<file path="src/rtl/fifo8_addr_ctrl.sv">
module fifo8_addr_ctrl #(
  parameter int unsigned AFULL_LVL = 6
) (
  input  logic       clk,
  input  logic       rst_n,
  input  logic       wr_req,
  input  logic       rd_req,
  input  logic       flush,
  output logic [2:0] wr_add,
  output logic       wr_en,
  output logic [2:0] rd_add,
  output logic       rd_en,
  output logic [3:0] count,
  output logic       full,
  output logic       empty,
  output logic       almost_full,
  output logic       overflow,
  output logic       underflow
);

  logic [2:0] wr_add_q, wr_add_d;
  logic [2:0] rd_add_q, rd_add_d;
  logic [3:0] count_q, count_d;
  logic       overflow_q, overflow_d;
  logic       underflow_q, underflow_d;

  // Pointers are equal both when empty and when full; only count tells them apart.
  assign full        = (count_q == 4'd8);
  assign empty       = (count_q == 4'd0);
  assign almost_full = (32'(count_q) >= AFULL_LVL);

  assign wr_en = wr_req & ~full  & ~flush & rst_n;
  assign rd_en = rd_req & ~empty & ~flush & rst_n;

  always_comb begin
    wr_add_d    = wr_add_q;
    rd_add_d    = rd_add_q;
    count_d     = count_q;
    overflow_d  = 1'b0;
    underflow_d = 1'b0;
    if (flush) begin
      wr_add_d = '0;
      rd_add_d = '0;
      count_d  = '0;
    end else begin
      if (wr_en) wr_add_d = wr_add_q + 3'd1;
      if (rd_en) rd_add_d = rd_add_q + 3'd1;
      case ({wr_en, rd_en})
        2'b10:   count_d = count_q + 4'd1;
        2'b01:   count_d = count_q - 4'd1;
        default: count_d = count_q;
      endcase
      overflow_d  = wr_req & full;
      underflow_d = rd_req & empty;
    end
  end

  always_ff @(posedge clk) begin
    if (!rst_n) begin
      wr_add_q    <= '0;
      rd_add_q    <= '0;
      count_q     <= '0;
      overflow_q  <= 1'b0;
      underflow_q <= 1'b0;
    end else begin
      wr_add_q    <= wr_add_d;
      rd_add_q    <= rd_add_d;
      count_q     <= count_d;
      overflow_q  <= overflow_d;
      underflow_q <= underflow_d;
    end
  end

  assign wr_add    = wr_add_q;
  assign rd_add    = rd_add_q;
  assign count     = count_q;
  assign overflow  = overflow_q;
  assign underflow = underflow_q;

endmodule

</file>
<file path="config.mk">
export PLATFORM = sky130hd
export DESIGN_NAME = fifo8_addr_ctrl
export DESIGN_NICKNAME = d
export VERILOG_FILES = /design/src/rtl/fifo8_addr_ctrl.sv
export SDC_FILE = /design/constraint.sdc
export NUM_CORES = 1
export LEC_CHECK = 0
export CAP_MARGIN = 30
export CORE_MARGIN = 8
export CORE_UTILIZATION = 48
export CTS_BUF_LIST = sky130_fd_sc_hd__clkbuf_8
export DETAILED_ROUTE_END_ITERATION = 8
export GPL_TIMING_DRIVEN = 0
export PLACE_DENSITY = 0.84
export SLEW_MARGIN = 20
export SYNTH_ARGS = -nofsm -noshare
export SYNTH_HDL_FRONTEND = slang
export SYNTH_SLANG_ARGS = --single-unit
</file>
<file path="constraint.sdc">
create_clock -name clk -period 6.1 [get_ports clk]
set_input_delay 1.22 -clock clk [delete_from_list [all_inputs] [get_ports clk]]
set_output_delay 1.22 -clock clk [all_outputs]
set_load 0.02 [all_outputs]
</file>
==> flow_summary.ini <==
[critical_path]
critPathSlowestCell = clkdlybuf4s50_1
crit_path_frequent_cell = clkdlybuf4s50_1
cpPeakStageDelay_ns = 0.57
cp-start-kind = input pin
rr_endpoint = count[3]
worstSetupPathType = in2out
worst_ep_arrival_time_ns = 2.89
r2r_slack_ns = 3.73
cp_max_fo = 10
crit_family = buffers and inverters
r2r-start = count[1]
critPathRequiredTime_ns = 4.88
path_buf_inv = 3
path_cells = clkdlybuf4s50_1 -> nand2b_1 -> clkbuf_1 -> nor2_1 -> clkdlybuf4s50_1
rr_worst_depth = 9
cp-end-kind = primary output

[floorplanning]
ios = 22
die_h_um = 52.1
start_util_pct = 50.0
fp.coreArea_um2 = 1250
dieArea_um2 = 2710
die_w_um = 52.1
rows = 13

[clock_tree]
root_buffer = clkbuf_8
hold_buffers = 0
clk_latency_ns = 0.24
post-cts-setup-buffers = 0
numCtsBuffers = 3
cts-htree-levels = 1
clock_sinks = 12
postCtsResizedCells = 0
path_clk_slew_ns = 0.05
cts_tree = yes
clockBufferDepth = 2

[pwr]
peakVddDrop_v = 0.000123
p_per_area_nw_per_um2 = 187
p_leak_nw = 0.369

[logic_synthesis]
synth_cell_types = 26
synthesis.area_um2 = 626
yosys_warnings = 0
synth_top_cell_by_area = dfxtp_1
ys_seq_area_share_pct = 38.4
ys.flop_type = dfxtp_1
ys_top_cells_by_area = dfxtp_1 38%, ha_1 10%, xor2_1 7.0%, nor2_1 6.6%, inv_1 3.6%
ys_seq_elements = 12
syn_inst = 69
avgSynthCellArea_um2 = 9.07
syn_nets = 80
synth_edf_count = 0
synthArstFlopShare_pct = 0
synth_top_area_share_pct = 38.4

[placed_design]
portBuffers = 21
post-dp-hpwl_mm = 1.10
dp_worst_setup_slack_ns = 1.99
place_inst = 105
place.gp.congestion = 0.684
dpl_cell_area_um2 = 855

[cells_and_area]
diodes = 0
layout_commonest_cell = clkdlybuf4s50_1
mostFrequentLayoutCells = 21 x clkdlybuf4s50_1, 12 x dfxtp_1, 11 x nor2_1
nNetsFinal = 106
instances_no_fill = 108
area.growth.synth_to_final_pct = 43.2
finalInstanceArea_um2 = 896
drive_above_1_share_pct = 10.8

[hold_path]
min-delay-start = rd_add[2]
hold_path_class = reg2reg
min_to = rd_add[2]
hold_depth = 2

[global_route]
track_usage_pct = 11.2
overflow = 0
grt_pass1_wl_mm = 2.30
grt_max_degree = 11
first_global_vias = 554
antenna_found_initial = 0

[timing]
setup_tns_ns = 0
finalCritPeriodShare_pct = 67.5
skew_ns = 0.00290
slew_headroom_pct = 68.8
fmax_mhz = 243
finalHoldViolCount = 0
setup_viol = 0
layout_setup_ws_ns = 1.99
tightest_slew_ns = 0.468
period_minus_slack_ns = 4.11
rsz0062_at_grt = false
slew_violations = 0

[routing]
drtAntennaViolNets = 0
drtIter0Drc = 6
drt_drc_violations_left = 0
drt-total-wl_mm = 1.40
viasPerCell = 4.96
wire_per_inst_um = 12.9
dr.pass1.iters = 2
via_count = 536

[run]
max_cap_violations = 0

[status]
status = completed
==> cell usage after synthesis, types with 2 or more instances <==
master,instances
nor2_1,11
nand2_1,2
ha_1,5
and3_1,2
a21oi_1,4
inv_1,6
o21ai_0,2
clkbuf_1,2
nand3_1,3
dfxtp_1,12
xor2_1,5
==> through the flow <==
stage	utilization (%)	power, mW	hold slack [ns]
global placement	68.2	0.0965	0.467
global route	71.5	0.174	0.518
floorplan	-	0.0893	0.558
detailed placement	68.2	0.0967	0.481
CTS	71.5	0.168	0.488
finish	71.5	0.167	0.483
==> where the power goes <==
group	internal (mW)	switching (mW)	leakage, nW	total (mW)
registers	0.0795	0.000903	0.0970	0.0804
clock network	0.0435	0.0288	0.0216	0.0723
logic	0.00715	0.00754	0.250	0.0147
==> cell families after synthesis <==
kind of cell               count (synthesis)  synth area share (%)
and+or+nand+nor                           27                  25.0
adders and majority gates                  6                  13.2
DFF                                       12                  38.4
AOI/OAI and AO/OA                         10                  10.0
muxes                                      1                  1.60
buffers and inverters                      8                  4.80
xor gates and xnor gates                   5                  7.00
==> layout make-up <==
type                    count  area (um^2)
repair buffers             21          210
clock buffers               3         41.3
inverters                   6         22.5
fillers                   103          357
flip-flops and latches     12          240
multi-input cells          49          355
well taps                  15         18.8
plain buffers               2         7.51
==> worst min-delay path: cells and delay by family, from the launching register on <==
family | cells | cell delay [ns]
compound gates | 2 | 0.13
flops | 1 | 0.31
==> sequential cells by signal (all words and copies together) (netlist names) <==
name	count
count	4
wr_add	3
overflow	1
underflow	1
rd_add	3
==> routing by layer <==
metal / up-vias / global-route usage [%] / routed length, um / part of all wire [%]
met2: 17 / 18.8 / 655 / 47
met4: 0 / 7.96 / 34 / 2.4
met5: - / 0 / 0 / 0
li1: 279 / - / - / -
met3: 5 / 2.56 / 72 / 5.2
met1: 235 / 12.1 / 633 / 45
==> how the worst max path moves through the flow <==
stage	start	to	slack, ns	depth (start not counted)
floorplan	flush	rd_en	2.97	3
global placement	flush	rd_en	1.97	5
detailed placement	flush	rd_en	1.99	5
CTS	flush	rd_en	1.98	5
global route	flush	rd_en	1.83	5
finish	flush	rd_en	1.99	5
Note: power is estimated with default switching activity, not from simulation.
